$ cat config.mk
export PLATFORM = sky130hd
export DESIGN_NAME = video_stream_gen_flat
export DESIGN_NICKNAME = d
export VERILOG_FILES = /design/src/rtl/video_gen_pkg.sv /design/src/rtl/video_stream_gen_if.sv /design/src/rtl/video_pattern_gen.sv /design/src/rtl/video_stream_gen.sv /design/src/flat_wrapper.sv
export SDC_FILE = /design/constraint.sdc
export NUM_CORES = 1
export LEC_CHECK = 0
export ABC_AREA = 1
export CAP_MARGIN = 20
export CORE_AREA = 10 10 160 162
export CTS_BUF_LIST = sky130_fd_sc_hd__clkbuf_16
export DETAILED_ROUTE_END_ITERATION = 7
export DIE_AREA = 0 0 170 172
export DONT_BUFFER_PORTS = 1
export GPL_TIMING_DRIVEN = 1
export MAX_ROUTING_LAYER = met4
export PLACE_DENSITY = 0.68
export SLEW_MARGIN = 15
export SYNTH_ARGS = -nofsm -noshare
export SYNTH_HDL_FRONTEND = slang
export SYNTH_SLANG_ARGS = --single-unit
export TNS_END_PERCENT = 10
$ cat constraint.sdc
create_clock -name clk -period 4.5 [get_ports clk]
set_clock_uncertainty 0.15 [all_clocks]
set_input_delay 0.675 -clock clk [delete_from_list [all_inputs] [get_ports clk]]
set_output_delay 0.675 -clock clk [all_outputs]
set_load 0.02 [all_outputs]
$ cat src/rtl/video_gen_pkg.sv
// Shared types for the video stream generator: FSM state encoding and
// test-pattern select codes.
package video_gen_pkg;

  typedef enum logic [2:0] {
    ST_IDLE,
    ST_GAP,
    ST_PIX,
    ST_HBLANK,
    ST_VBLANK
  } state_t;

  localparam logic [1:0] PAT_HRAMP = 2'd0;
  localparam logic [1:0] PAT_VRAMP = 2'd1;
  localparam logic [1:0] PAT_DELTA = 2'd2;
  localparam logic [1:0] PAT_CHECK = 2'd3;

endpackage

$ cat src/rtl/video_stream_gen_if.sv
// di/de/hs/vs pixel stream bundle.
//   do_o : pixel data, valid while de_o is high
//   de_o : pixel valid
//   hs_o : high during line blanking and idle
//   vs_o : high during frame blanking and idle
interface video_stream_gen_if #(
  parameter int unsigned PIXEL_WIDTH = 8
);
  logic [PIXEL_WIDTH-1:0] do_o;
  logic                   de_o;
  logic                   hs_o;
  logic                   vs_o;

  modport master (output do_o, de_o, hs_o, vs_o);
  modport slave  (input  do_o, de_o, hs_o, vs_o);
endinterface

$ cat src/rtl/video_pattern_gen.sv
// Combinational test-pattern pixel value for coordinate (x, y).
//   x, y             : current pixel position
//   pattern          : pattern select (PAT_* codes)
//   pulse_x, pulse_y : delta pulse position
//   pix_c            : pixel value
module video_pattern_gen
  import video_gen_pkg::*;
#(
  parameter int unsigned PIXEL_WIDTH = 8,
  parameter int unsigned XW          = 13,
  parameter int unsigned YW          = 12
) (
  input  logic [XW-1:0]          x,
  input  logic [YW-1:0]          y,
  input  logic [1:0]             pattern,
  input  logic [15:0]            pulse_x,
  input  logic [15:0]            pulse_y,
  output logic [PIXEL_WIDTH-1:0] pix_c
);

  always_comb begin
    pix_c = '0;
    case (pattern)
      PAT_HRAMP: pix_c = PIXEL_WIDTH'(x);
      PAT_VRAMP: pix_c = PIXEL_WIDTH'(y);
      // A pulse outside the frame never matches, giving an all-zero frame.
      PAT_DELTA: if ((16'(x) == pulse_x) && (16'(y) == pulse_y)) pix_c = '1;
      PAT_CHECK: if (x[3] ^ y[3]) pix_c = '1;
      default:   pix_c = '0;
    endcase
  end

endmodule

$ cat src/rtl/video_stream_gen.sv
// Test-pattern video source on the di/de/hs/vs stream protocol.
//   clk, rst       : clock, synchronous active-low reset
//   en_i           : run; frames are produced back-to-back while high
//   width_i        : pixels per line (clamped to LINE_SIZE_MAX)
//   height_i       : lines per frame (clamped to FRAME_SIZE_MAX)
//   de_gap_i       : de=0 cycles before each pixel
//   hblank_i       : line blanking cycles (minimum 1)
//   vblank_i       : frame blanking cycles (minimum 1)
//   pattern_i      : pattern select
//   pulse_x_i/y_i  : delta pulse position
//   vid            : registered pixel stream (master)
//   busy_o         : frame in progress
//   frame_done_o   : pulse on the final frame blanking cycle
module video_stream_gen
  import video_gen_pkg::*;
#(
  parameter int unsigned PIXEL_WIDTH    = 8,
  parameter int unsigned LINE_SIZE_MAX  = 4096,
  parameter int unsigned FRAME_SIZE_MAX = 2048,
  parameter int unsigned BLANK_WIDTH    = 16
) (
  input  logic                                   clk,
  input  logic                                   rst,
  input  logic                                   en_i,
  input  logic [$clog2(LINE_SIZE_MAX+1)-1:0]     width_i,
  input  logic [$clog2(FRAME_SIZE_MAX+1)-1:0]    height_i,
  input  logic [3:0]                             de_gap_i,
  input  logic [BLANK_WIDTH-1:0]                 hblank_i,
  input  logic [BLANK_WIDTH-1:0]                 vblank_i,
  input  logic [1:0]                             pattern_i,
  input  logic [15:0]                            pulse_x_i,
  input  logic [15:0]                            pulse_y_i,
  video_stream_gen_if.master                     vid,
  output logic                                   busy_o,
  output logic                                   frame_done_o
);

  localparam int unsigned XW = $clog2(LINE_SIZE_MAX + 1);
  localparam int unsigned YW = $clog2(FRAME_SIZE_MAX + 1);

  state_t                 state, state_nxt;
  logic [XW-1:0]          x, x_nxt;
  logic [YW-1:0]          y, y_nxt;
  logic [BLANK_WIDTH-1:0] cnt, cnt_nxt;

  logic [XW-1:0]          w_cfg;
  logic [YW-1:0]          h_cfg;
  logic [3:0]             gap_cfg;
  logic [BLANK_WIDTH-1:0] hb_cfg, vb_cfg;
  logic [1:0]             pat_cfg;
  logic [15:0]            px_cfg, py_cfg;

  logic                   load_c;
  logic                   frame_last_c;
  logic                   start_ok_c;
  logic [XW-1:0]          width_clamp_c;
  logic [YW-1:0]          height_clamp_c;
  state_t                 first_st_c;
  state_t                 line_st_c;
  logic                   x_last_c, y_last_c;
  logic [BLANK_WIDTH-1:0] gap_end_c, hb_end_c, vb_end_c;
  logic [PIXEL_WIDTH-1:0] pix_c;

  // Input-side configuration conditioning.
  always_comb begin
    width_clamp_c  = (width_i > XW'(LINE_SIZE_MAX)) ? XW'(LINE_SIZE_MAX) : width_i;
    height_clamp_c = (height_i > YW'(FRAME_SIZE_MAX)) ? YW'(FRAME_SIZE_MAX) : height_i;
    start_ok_c     = en_i && (width_i != '0) && (height_i != '0);
    first_st_c     = (de_gap_i == 4'd0) ? ST_PIX : ST_GAP;
  end

  // Terminal-count values; zero blanking is stretched to one cycle.
  always_comb begin
    line_st_c = (gap_cfg == 4'd0) ? ST_PIX : ST_GAP;
    x_last_c  = (x == (w_cfg - XW'(1)));
    y_last_c  = (y == (h_cfg - YW'(1)));
    gap_end_c = BLANK_WIDTH'(gap_cfg) - BLANK_WIDTH'(1);
    hb_end_c  = (hb_cfg == '0) ? '0 : hb_cfg - BLANK_WIDTH'(1);
    vb_end_c  = (vb_cfg == '0) ? '0 : vb_cfg - BLANK_WIDTH'(1);
  end

  // State register and position counters.
  always_ff @(posedge clk) begin
    if (!rst) begin
      state <= ST_IDLE;
      x     <= '0;
      y     <= '0;
      cnt   <= '0;
    end else begin
      state <= state_nxt;
      x     <= x_nxt;
      y     <= y_nxt;
      cnt   <= cnt_nxt;
    end
  end

  // Next-state and counter logic.
  always_comb begin
    state_nxt    = state;
    x_nxt        = x;
    y_nxt        = y;
    cnt_nxt      = cnt;
    load_c       = 1'b0;
    frame_last_c = 1'b0;
    case (state)
      ST_IDLE: begin
        if (start_ok_c) begin
          load_c    = 1'b1;
          x_nxt     = '0;
          y_nxt     = '0;
          cnt_nxt   = '0;
          state_nxt = first_st_c;
        end
      end
      ST_GAP: begin
        if (cnt == gap_end_c) begin
          cnt_nxt   = '0;
          state_nxt = ST_PIX;
        end else begin
          cnt_nxt = cnt + BLANK_WIDTH'(1);
        end
      end
      ST_PIX: begin
        cnt_nxt = '0;
        if (!x_last_c) begin
          x_nxt     = x + XW'(1);
          state_nxt = line_st_c;
        end else if (!y_last_c) begin
          state_nxt = ST_HBLANK;
        end else begin
          state_nxt = ST_VBLANK;
        end
      end
      ST_HBLANK: begin
        if (cnt == hb_end_c) begin
          cnt_nxt   = '0;
          x_nxt     = '0;
          y_nxt     = y + YW'(1);
          state_nxt = line_st_c;
        end else begin
          cnt_nxt = cnt + BLANK_WIDTH'(1);
        end
      end
      ST_VBLANK: begin
        if (cnt == vb_end_c) begin
          frame_last_c = 1'b1;
          cnt_nxt      = '0;
          x_nxt        = '0;
          y_nxt        = '0;
          if (start_ok_c) begin
            load_c    = 1'b1;
            state_nxt = first_st_c;
          end else begin
            state_nxt = ST_IDLE;
          end
        end else begin
          cnt_nxt = cnt + BLANK_WIDTH'(1);
        end
      end
      default: state_nxt = ST_IDLE;
    endcase
  end

  // Configuration is captured only at frame starts.
  always_ff @(posedge clk) begin
    if (!rst) begin
      w_cfg   <= '0;
      h_cfg   <= '0;
      gap_cfg <= '0;
      hb_cfg  <= '0;
      vb_cfg  <= '0;
      pat_cfg <= PAT_HRAMP;
      px_cfg  <= '0;
      py_cfg  <= '0;
    end else if (load_c) begin
      w_cfg   <= width_clamp_c;
      h_cfg   <= height_clamp_c;
      gap_cfg <= de_gap_i;
      hb_cfg  <= hblank_i;
      vb_cfg  <= vblank_i;
      pat_cfg <= pattern_i;
      px_cfg  <= pulse_x_i;
      py_cfg  <= pulse_y_i;
    end
  end

  video_pattern_gen #(
    .PIXEL_WIDTH (PIXEL_WIDTH),
    .XW          (XW),
    .YW          (YW)
  ) u_pattern (
    .x       (x),
    .y       (y),
    .pattern (pat_cfg),
    .pulse_x (px_cfg),
    .pulse_y (py_cfg),
    .pix_c   (pix_c)
  );

  // Output register: stream signals lag the state by one cycle.
  always_ff @(posedge clk) begin
    if (!rst) begin
      vid.do_o     <= '0;
      vid.de_o     <= 1'b0;
      vid.hs_o     <= 1'b1;
      vid.vs_o     <= 1'b1;
      busy_o       <= 1'b0;
      frame_done_o <= 1'b0;
    end else begin
      vid.do_o     <= (state == ST_PIX) ? pix_c : '0;
      vid.de_o     <= (state == ST_PIX);
      vid.hs_o     <= (state == ST_IDLE) || (state == ST_HBLANK) || (state == ST_VBLANK);
      vid.vs_o     <= (state == ST_IDLE) || (state == ST_VBLANK);
      busy_o       <= (state != ST_IDLE);
      frame_done_o <= frame_last_c;
    end
  end

endmodule
$ cat src/flat_wrapper.sv
// flat-port wrapper written by rule: the top's interface ports become plain ports
module video_stream_gen_flat import video_gen_pkg::*;
#(
  parameter int unsigned PIXEL_WIDTH    = 8,
  parameter int unsigned LINE_SIZE_MAX  = 4096,
  parameter int unsigned FRAME_SIZE_MAX = 2048,
  parameter int unsigned BLANK_WIDTH    = 16
)
  (clk, rst, en_i, width_i, height_i, de_gap_i, hblank_i, vblank_i, pattern_i, pulse_x_i, pulse_y_i, busy_o, frame_done_o, vid_do_o, vid_de_o, vid_hs_o, vid_vs_o);
  video_stream_gen_if #(.PIXEL_WIDTH(PIXEL_WIDTH)) vid_i ();
  input  logic clk;
  input  logic rst;
  input  logic en_i;
  input  logic [$clog2(LINE_SIZE_MAX+1)-1:0] width_i;
  input  logic [$clog2(FRAME_SIZE_MAX+1)-1:0] height_i;
  input  logic [3:0] de_gap_i;
  input  logic [BLANK_WIDTH-1:0] hblank_i;
  input  logic [BLANK_WIDTH-1:0] vblank_i;
  input  logic [1:0] pattern_i;
  input  logic [15:0] pulse_x_i;
  input  logic [15:0] pulse_y_i;
  output logic busy_o;
  output logic frame_done_o;
  output wire logic [$bits(vid_i.do_o)-1:0] vid_do_o;
  output wire logic [$bits(vid_i.de_o)-1:0] vid_de_o;
  output wire logic [$bits(vid_i.hs_o)-1:0] vid_hs_o;
  output wire logic [$bits(vid_i.vs_o)-1:0] vid_vs_o;
  assign vid_do_o = vid_i.do_o;
  assign vid_de_o = vid_i.de_o;
  assign vid_hs_o = vid_i.hs_o;
  assign vid_vs_o = vid_i.vs_o;
  video_stream_gen #(.PIXEL_WIDTH(PIXEL_WIDTH), .LINE_SIZE_MAX(LINE_SIZE_MAX), .FRAME_SIZE_MAX(FRAME_SIZE_MAX), .BLANK_WIDTH(BLANK_WIDTH)) u_core (.clk(clk), .rst(rst), .en_i(en_i), .width_i(width_i), .height_i(height_i), .de_gap_i(de_gap_i), .hblank_i(hblank_i), .vblank_i(vblank_i), .pattern_i(pattern_i), .pulse_x_i(pulse_x_i), .pulse_y_i(pulse_y_i), .vid(vid_i), .busy_o(busy_o), .frame_done_o(frame_done_o));
endmodule
==> results of run 1 <==
==> area by class of cell <==
cell class	count	area share, %
multi-input cells	1191	56.9
flip-flops and latches	152	29.0
inverters	131	4.71
clock buffers	17	4.05
well taps	285	3.40
clock inverters	15	1.11
repair buffers	11	0.906
==> sequential cells by signal, indices dropped and copies added, names as in the netlist <==
| register | cells |
|---|---|
| u_core.pat_cfg | 2 |
| u_core.x | 13 |
| u_core.vid.do_o | 8 |
| u_core.w_cfg | 13 |
| u_core.py_cfg | 16 |
| u_core.h_cfg | 12 |
| u_core.busy_o | 1 |
| u_core.frame_done_o | 1 |
| u_core.y | 12 |
| u_core.vid.vs_o | 1 |
| u_core.vb_cfg | 16 |
| u_core.vid.hs_o | 1 |
| u_core.px_cfg | 16 |
| u_core.gap_cfg | 4 |
| u_core.vid.de_o | 1 |
| u_core.cnt | 16 |
| u_core.state | 3 |
| u_core.hb_cfg | 16 |
==> worst register-to-register path: stages, from the launching register on <==
cell and delay, ps:
dfxtp_1 330, inv_1 90, ha_1 240, nand2_2 140, nor2_1 60, nand2_1 660, nand2_1 160, xor2_1 190
nor2_1 100, nand2_1 60, nor2_1 150, nand3_1 230, nand2_4 150, buf_4 280, nand3_4 240, nand2_1 120
a21oi_1 60
==> cell usage in the layout, fill, tap and decap left out, types with 3 or more instances in the layout <==
cell	count
and2_1	3
xnor2_1	18
nand4_1	85
nand2_2	4
buf_4	10
o21ai_0	26
nand2_1	386
inv_6	7
nand3_2	3
nor2_1	178
clkbuf_16	17
inv_1	130
nor2_2	16
nand3b_1	3
a21oi_1	147
o21bai_1	8
dfxtp_1	152
nor3_1	22
clkinvlp_4	4
xor2_1	66
nor2_4	3
nor4_1	13
nand2_4	4
ha_1	8
nor3b_1	4
nand3_1	178
==> report_power, final <==
group          switching (mW)  internal, mW
Clock                   0.652         0.716
Sequential              0.197          1.51
Combinational            1.51         0.760
Total                    2.36          2.98
==> cell families (layout without fill, tap and decap cells) <==
logic type | after synthesis | count (layout) | share of synthesized area [%]
AND/OR/NAND/NOR | 906 | 906 | 40.9
buffers and inverters | 215 | 174 | 9.42
AO/OA/AOI/OAI | 191 | 191 | 10.1
flip-flops | 152 | 152 | 30.6
XOR/XNOR | 86 | 86 | 7.86
adder cells (fa/ha/maj) | 8 | 8 | 1.01
==> layer usage <==
layer / share of wire (%) / vias to the layer above / GRT usage, %
met5: 0 / - / -
met1: 45 / 4529 / 25.3
met4: 1.1 / 0 / 5.11
met2: 49 / 269 / 33.2
li1: - / 5019 / -
met3: 5.4 / 27 / 3.37
==> worst min-delay path by stage <==
stage	startpoint	slack (ps)	endpoint	cells after the start
3_3_place_gp	u_core.px_cfg[13]	300	u_core.px_cfg[13]	2
4_1_cts	rst	210	u_core.vid.vs_o	1
3_5_place_dp	u_core.py_cfg[14]	300	u_core.py_cfg[14]	2
2_1_floorplan	u_core.py_cfg[14]	290	u_core.py_cfg[14]	2
5_1_grt	rst	210	u_core.vid.vs_o	1
6_report	rst	230	u_core.x[0]	2
==> metrics by stage <==
| step | area [um^2] | power [mW] |
|---|---|---|
| CTS | 10500 | 5.35 |
| global placement | 9960 | 3.96 |
| finish | 10500 | 5.34 |
| global route | 10500 | 5.77 |
| floorplan | 9930 | 3.53 |
| detailed placement | 9960 | 3.98 |
==> flow_metrics.env, run 1 <==
export IMPL_cpPeakStageDelay_ps=660
export IMPL_ant_nets=0
export IMPL_rsz0062_at_grt="false"
export IMPL_ff2ff_path_depth=16
export IMPL_finalHoldViolCount=0
export IMPL_dp_cells=1770
export IMPL_place_ws_ps=1030
export IMPL_grt_pass1_vias=9009
export IMPL_fp_dieH_um=172
export IMPL_drive_gt1_share_pct=5.08
export IMPL_synth_edf_count=0
export IMPL_drc=0
export IMPL_clkLatencyLatePin_ps=450
export IMPL_crit_buf_inv=2
export IMPL_grt_first_pass_wirelength_mm=46.8
export IMPL_start_util_pct=44.4
export IMPL_drtPass1Iterations=6
export IMPL_finalCritPeriodShare_pct=78.7
export IMPL_globalplace_congestion=0.938
export IMPL_drt_iter0_markers=731
export IMPL_min_path_type="in2reg"
export IMPL_regToRegSetupSlack_ps=960
export IMPL_critical_path_arrival_ps=3700
export IMPL_cp_end_kind="register"
export IMPL_diodes=0
export IMPL_via_per_inst=5.46
export IMPL_synth_common_cells="nand2_1, nor2_1, nand3_1"
export IMPL_tns_ps=0
export IMPL_maxCapViolCount=0
export IMPL_yosysMostFrequentCell="nand2_1"
export IMPL_startpoint_type="register"
export IMPL_avgSynthCellArea_um2=6.37
export IMPL_synth_warnings=0
export IMPL_synthCells=1558
export IMPL_setup_slack_ps=959
export IMPL_slew_headroom_pct=39.9
export IMPL_hpwl_mm=21.7
export IMPL_critPathLaunch="u_core.hb_cfg[0]"
export IMPL_nets=1610
export IMPL_critPathKind="reg2reg"
export IMPL_grt_overflow_total=0
export IMPL_cpMaxStageDelayCell="nand2_1"
export IMPL_syn_num_nets=1664
export IMPL_cp_max_fo=31
export IMPL_worstPathCellList="inv_1, ha_1, nand2_2, nor2_1, nand2_1, nand2_1, xor2_1, nor2_1, nand2_1, nor2_1, nand3_1, nand2_4, buf_4, nand3_4, nand2_1, a21oi_1"
export IMPL_clock_sinks=152
export IMPL_synth_area_um2=9930
export IMPL_ys_ff_latch=152
export IMPL_grt_total_usage_pct=20.2
export IMPL_routed_wl_mm=29.1
export IMPL_ctsRootBufferMaster="clkbuf_16"
export IMPL_dieArea_um2=29200
export IMPL_ctsHoldBuffers=0
export IMPL_crit_end="u_core.x[10]"
export IMPL_clk_pin_slew_ps=70
export IMPL_stdcell_count=1802
export IMPL_cts_max_path_buffers=2
export IMPL_register_area_um2=3040
export IMPL_r2r_end="u_core.x[10]"
export IMPL_io_buffers=0
export IMPL_cp_num_cells=16
export IMPL_worstMarginPinSlew_ps=900
export IMPL_synth_top_cells_by_area="dfxtp_1, nand2_1, nand3_1"
export IMPL_cts_setup_buffers=0
export IMPL_fin_util_pct=47.0
export IMPL_row_count=55
export IMPL_irDropWorstVdd_v=0.000285
export IMPL_synth_cell_types=42
export IMPL_power_leakage_nw=4.29
export IMPL_synth_top_area_share_pct=30.6
export IMPL_synth_main_ff_cell="dfxtp_1"
export IMPL_htreeDepth=4
export IMPL_cts_tree="yes"
export IMPL_antenna_found_initial=0
export IMPL_async_flop_share_pct=0
export IMPL_crit_family="simple AND/OR/NAND/NOR gates"
export IMPL_coreArea_um2=22400
export IMPL_synth_largest_area_cell="dfxtp_1"
export IMPL_multi_input_area_um2=5970
export IMPL_num_vias=9844
export IMPL_cpMostUsedCell="nand2_1"
export IMPL_grt_max_degree=70
export IMPL_crit_required_ps=4660
export IMPL_fmax_mhz=282
export IMPL_ios=111
export IMPL_wire_per_inst_um=16.2
export IMPL_min_period_ps=3540
export IMPL_area_growth_pct=5.73
export IMPL_fp_dieW_um=170
export IMPL_hold_worst_slack_ps=226
export IMPL_setup_viol=0
export IMPL_drv_slew=0
export IMPL_fillers=2279
export IMPL_ctsResizeCount=0
export IMPL_power_density_nw_per_um2=509
export IMPL_cts_inserted_buffers=17
export IMPL_status="completed"
export IMPL_reg2reg_from="u_core.hb_cfg[0]"
export IMPL_ys_seq_area_share_pct=30.6
Note: power is estimated with default switching activity, not from simulation.
==> run 2: changes to the inputs <==
Settings changed: PLACE_DENSITY 0.68 to 0.7.
Clock period 4.5 ns to 3.03 ns, I/O delays scaled along.
==> flow_metrics.env, run 2 (synthesis results as in run 1) <==
export IMPL_num_vias=10000
export IMPL_htreeDepth=4
export IMPL_hold_path_end="u_core.x[0]"
export IMPL_finalCritPeriodShare_pct=94.2
export IMPL_hpwl_mm=21.5
export IMPL_fp_dieH_um=172
export IMPL_via_per_inst=5.52
export IMPL_drt_iter0_markers=762
export IMPL_io_buffers=0
export IMPL_cp_max_fo=15
export IMPL_startpoint_type="register"
export IMPL_power_leakage_nw=4.45
export IMPL_r2r_end="u_core.cnt[0]"
export IMPL_rsz0062_at_grt="false"
export IMPL_p_int_mw=4.85
export IMPL_wire_per_inst_um=16.1
export IMPL_area_growth_pct=9.07
export IMPL_antenna_found_initial=1
export IMPL_final_common_cell="nand2_1"
export IMPL_whs_path_depth=2
export IMPL_power_density_nw_per_um2=766
export IMPL_fin_area_um2=10800
export IMPL_grt_total_usage_pct=20.0
export IMPL_swShare_pct=41.5
export IMPL_setup_viol=0
export IMPL_maxCapViolCount=0
export IMPL_ff2ff_path_depth=17
export IMPL_slew_headroom_pct=32.3
export IMPL_grt_first_pass_wirelength_mm=46.5
export IMPL_cts_inserted_buffers=17
export IMPL_start_util_pct=44.4
export IMPL_ctsRootBufferMaster="clkbuf_16"
export IMPL_routed_wl_mm=29.3
export IMPL_grt_pass1_vias=9144
export IMPL_critical_path_arrival_ps=3030
export IMPL_crit_required_ps=3200
export IMPL_clockPowerShare_pct=26.8
export IMPL_min_from="rst"
export IMPL_setup_slack_ps=175
export IMPL_clkLatencyLatePin_ps=430
export IMPL_fp_dieW_um=170
export IMPL_clk_pin_slew_ps=60
export IMPL_row_count=55
export IMPL_globalplace_congestion=0.983
export IMPL_comb_power_share_pct=42.8
export IMPL_status="completed"
export IMPL_coreArea_um2=22400
export IMPL_regToRegSetupSlack_ps=180
export IMPL_drtPass1Iterations=5
export IMPL_grt_max_degree=127
export IMPL_placed_area_um2=10100
export IMPL_nets=1627
export IMPL_cts_tree="yes"
export IMPL_worstMarginPinSlew_ps=1020
export IMPL_irDropWorstVdd_v=0.000435
export IMPL_ios=111
export IMPL_pwr_share_seq_pct=30.4
export IMPL_dieArea_um2=29200
export IMPL_finalHoldViolCount=0
export IMPL_critPathKind="reg2reg"
export IMPL_clock_sinks=152
export IMPL_drc=0
export IMPL_final_cell_mix="nand2_1, nand3_1, nor2_1"
export IMPL_min_path_type="in2reg"
export IMPL_cp_end_kind="register"
export IMPL_ant_nets=0
export IMPL_reg2reg_from="u_core.vb_cfg[0]"
export IMPL_drv_slew=0
export IMPL_drive_gt1_share_pct=6.66
export IMPL_place_ws_ps=-143
export IMPL_grt_overflow_total=0
export IMPL_fmax_mhz=350
export IMPL_switching_power_mw=3.45
export IMPL_cts_max_path_buffers=2
export IMPL_min_period_ps=2850
==> run 2: changes by cell type in the layout (fill, tap and decap cells not counted), moves of 3 or more <==
cell       before  now
buf_12          1    5
buf_4          10   17
bufinv_16       0    4
inv_6           7    1
nor2_1        178  174
nor2_2         16   19
==> run 2: through the flow <==
step	utilization [%]	hold WS (ps)	power (mW)	TNS, ps	cells
floorplan	-	289	5.24	0	1558
global placement	45.2	299	5.93	-692	1783
detailed placement	45.2	307	5.97	-1440	1783
CTS	48.0	10.4	8.23	0	1814
global route	48.4	11.8	8.92	0	1818
finish	48.4	29.2	8.30	0	1818
==> run 2: routing by layer <==
layer  wire [um]  GRT usage, %
met1       12900          24.5
met2       13800          32.0
met3        1720          3.92
met4         805          7.63
met5           0             -
==> run 2: worst max-delay path by stage <==
stage,end,from,depth (start not counted)
after floorplan,u_core.cnt[8],u_core.vb_cfg[0],16
after global routing,u_core.x[6],u_core.w_cfg[0],17
after global placement,u_core.cnt[13],width_i[2],12
after CTS,u_core.cnt[0],u_core.vb_cfg[0],17
final,u_core.cnt[0],u_core.vb_cfg[0],17
after detailed placement,u_core.cnt[13],width_i[2],12
==> run 2: area by class of cell <==
class	instances	area (um^2)
antenna	1	2.50
clock buffer	17	425
clock inverter	13	180
fill	2198	11500
inverter	131	493
multi-input combinational	1191	6020
sequential	152	3040
tap	285	357
timing repair buffer	28	315
==> run 2: repair_timing <==
| action | in CTS | in global routing |
|---|---|---|
| gates resized for setup | 4 | 17 |
| hold buffers | 1 | 0 |
| buffers inserted | 0 | 2 |
| setup endpoints to repair | 90 | 132 |
| endpoints found under the hold margin | 1 | 0 |
| pin swaps | 0 | 2 |
| gates cloned | 0 | 1 |
==> run 2: power groups by stage <==
stage / clock network, mW / logic [mW] / registers (mW)
2_1_floorplan: 0 / 2.76 / 2.48
3_3_place_gp: 0 / 3.37 / 2.56
3_5_place_dp: 0 / 3.41 / 2.56
4_1_cts: 2.26 / 3.44 / 2.52
5_1_grt: 2.35 / 4.02 / 2.56
6_report: 2.22 / 3.55 / 2.52
==> run 2: worst max-delay path: stages, from the launching register on <==
cell	delay, ps
dfxtp_1	320
inv_2	100
ha_4	170
nand2_1	70
nor2_2	170
nand2_1	110
o21ai_1	230
nand3_1	150
nand2_1	130
nand3_1	80
nor2_1	110
nand3_2	160
nand2_4	110
buf_6	180
nand3_4	110
o21ai_4	160
buf_12	160
nor2_1	50
==> run 3: changes to the inputs <==
Settings changed: CORE_AREA 10 10 160 162 to 10 10 141 143, DIE_AREA 0 0 170 172 to 0 0 151 153, GPL_TIMING_DRIVEN 1 to 0, PLACE_DENSITY 0.7 to 0.86.
==> flow_metrics.env, run 3 (synthesis results as in run 1) <==
export IMPL_regToRegSetupSlack_ps=130
export IMPL_critPathLaunch="u_core.vb_cfg[0]"
export IMPL_grt_total_usage_pct=28.2
export IMPL_drt_iter0_markers=992
export IMPL_ios=111
export IMPL_finalCritPeriodShare_pct=95.7
export IMPL_start_util_pct=58.2
export IMPL_clock_sinks=152
export IMPL_clkLatencyLatePin_ps=440
export IMPL_dp_cells=1783
export IMPL_coreArea_um2=17100
export IMPL_drv_slew=0
export IMPL_critical_path_arrival_ps=3120
export IMPL_cp_max_fo=10
export IMPL_power_density_nw_per_um2=765
export IMPL_maxCapViolCount=0
export IMPL_grt_overflow_total=0
export IMPL_whs_path_depth=2
export IMPL_crit_required_ps=3250
export IMPL_ctsRootBufferMaster="clkbuf_16"
export IMPL_drc=0
export IMPL_grt_pass1_vias=9794
export IMPL_crit_end="u_core.px_cfg[8]"
export IMPL_fin_util_pct=63.9
export IMPL_clk_pin_slew_ps=70
export IMPL_area_growth_pct=9.79
export IMPL_fillers=1611
export IMPL_final_common_cell="nand2_1"
export IMPL_diodes=0
export IMPL_multi_input_area_um2=6000
export IMPL_ant_nets=0
export IMPL_register_area_um2=3040
export IMPL_nets=1691
export IMPL_drtPass1Iterations=5
export IMPL_startpoint_type="register"
export IMPL_slew_headroom_pct=50.7
export IMPL_grt_first_pass_wirelength_mm=50.9
export IMPL_final_cell_mix="nand2_1, nor2_1, nand3_1"
export IMPL_stdcell_count=1823
export IMPL_hpwl_mm=25.3
export IMPL_htreeDepth=4
export IMPL_min_period_ps=2900
export IMPL_fp_dieH_um=153
export IMPL_cts_inserted_buffers=17
export IMPL_antenna_found_initial=0
export IMPL_hold_worst_slack_ps=24.7
export IMPL_rsz0062_at_grt="false"
export IMPL_num_vias=10700
export IMPL_r2r_end="u_core.px_cfg[8]"
export IMPL_via_per_inst=5.88
export IMPL_worstMarginPinSlew_ps=733
export IMPL_drive_gt1_share_pct=7.45
export IMPL_power_total_mw=8.34
export IMPL_cp_end_kind="register"
export IMPL_critPathKind="reg2reg"
export IMPL_grt_max_degree=17
export IMPL_globalplace_congestion=1.00
export IMPL_ff2ff_path_depth=17
export IMPL_io_buffers=0
export IMPL_irDropWorstVdd_v=0.000485
export IMPL_setup_viol=0
export IMPL_row_count=48
export IMPL_fp_dieW_um=151
export IMPL_dieArea_um2=23100
export IMPL_status="completed"
export IMPL_fmax_mhz=345
export IMPL_cts_tree="yes"
export IMPL_place_ws_ps=-127
export IMPL_finalHoldViolCount=0
export IMPL_power_leakage_nw=4.52
export IMPL_reg2reg_from="u_core.vb_cfg[0]"
export IMPL_routed_wl_mm=32.8
export IMPL_setup_slack_ps=131
export IMPL_min_path_type="in2reg"
export IMPL_wire_per_inst_um=18.0
export IMPL_cts_max_path_buffers=2
[run 3: critical path, stage by stage, from the launching register on]
cell and delay (ps):
dfxtp_1 320, inv_2 130, ha_4 180, nand2_2 90
nor2_1 140, nand2_2 120, buf_6 170, nand3_1 60
nand2_1 80, nor2_2 170, nand4_1 90, nor2_1 100
nand3_1 130, nand2_4 160, buf_6 210, buf_6 170
nand3_1 150, a21oi_1 190
[run 3: area by class of cell]
type	count	area share, %
multi-input combinational	1191	55.0
sequential	152	27.9
inverter	131	4.51
buffer	84	4.17
clock buffer	17	3.90
tap	225	2.58
clock inverter	15	1.40
timing repair buffer	8	0.551
[run 3: where the power goes]
group	internal, mW	total [mW]	switching [mW]	leakage [nW]
logic	1.25	3.67	2.43	3.00
clock network	1.16	2.14	0.979	0.284
registers	2.24	2.52	0.285	1.24
[run 3: timing repair]
action                     in CTS  in global routing
gates resized for setup         4                 16
pin swaps                       0                  3
setup endpoints to repair      99                116
setup buffers                   0                  8
gates cloned                    0                  0
hold buffers                    0                  0
[run 3: worst min path at each step]
stage / start / to / slack, ps
detailed placement: u_core.py_cfg[14] / u_core.py_cfg[14] / 300
CTS: pulse_x_i[12] / u_core.px_cfg[12] / 20
floorplan: u_core.py_cfg[14] / u_core.py_cfg[14] / 290
finish: pulse_x_i[12] / u_core.px_cfg[12] / 20
global placement: u_core.py_cfg[14] / u_core.py_cfg[14] / 300
global route: pulse_x_i[12] / u_core.px_cfg[12] / 20
[run 3: routing by layer]
metal / global-route usage, % / routed length, um
met5: - / 0
met3: 5.40 / 2710
met1: 34.7 / 13600
met2: 44.4 / 15200
met4: 11.3 / 1210
[run 3: per-stage QoR]
stage               cell area, um^2  setup TNS, ps
global route                  10900              0
CTS                           10800              0
finish                        10900              0
global placement              10200           -501
floorplan                      9930              0
detailed placement            10200          -4550
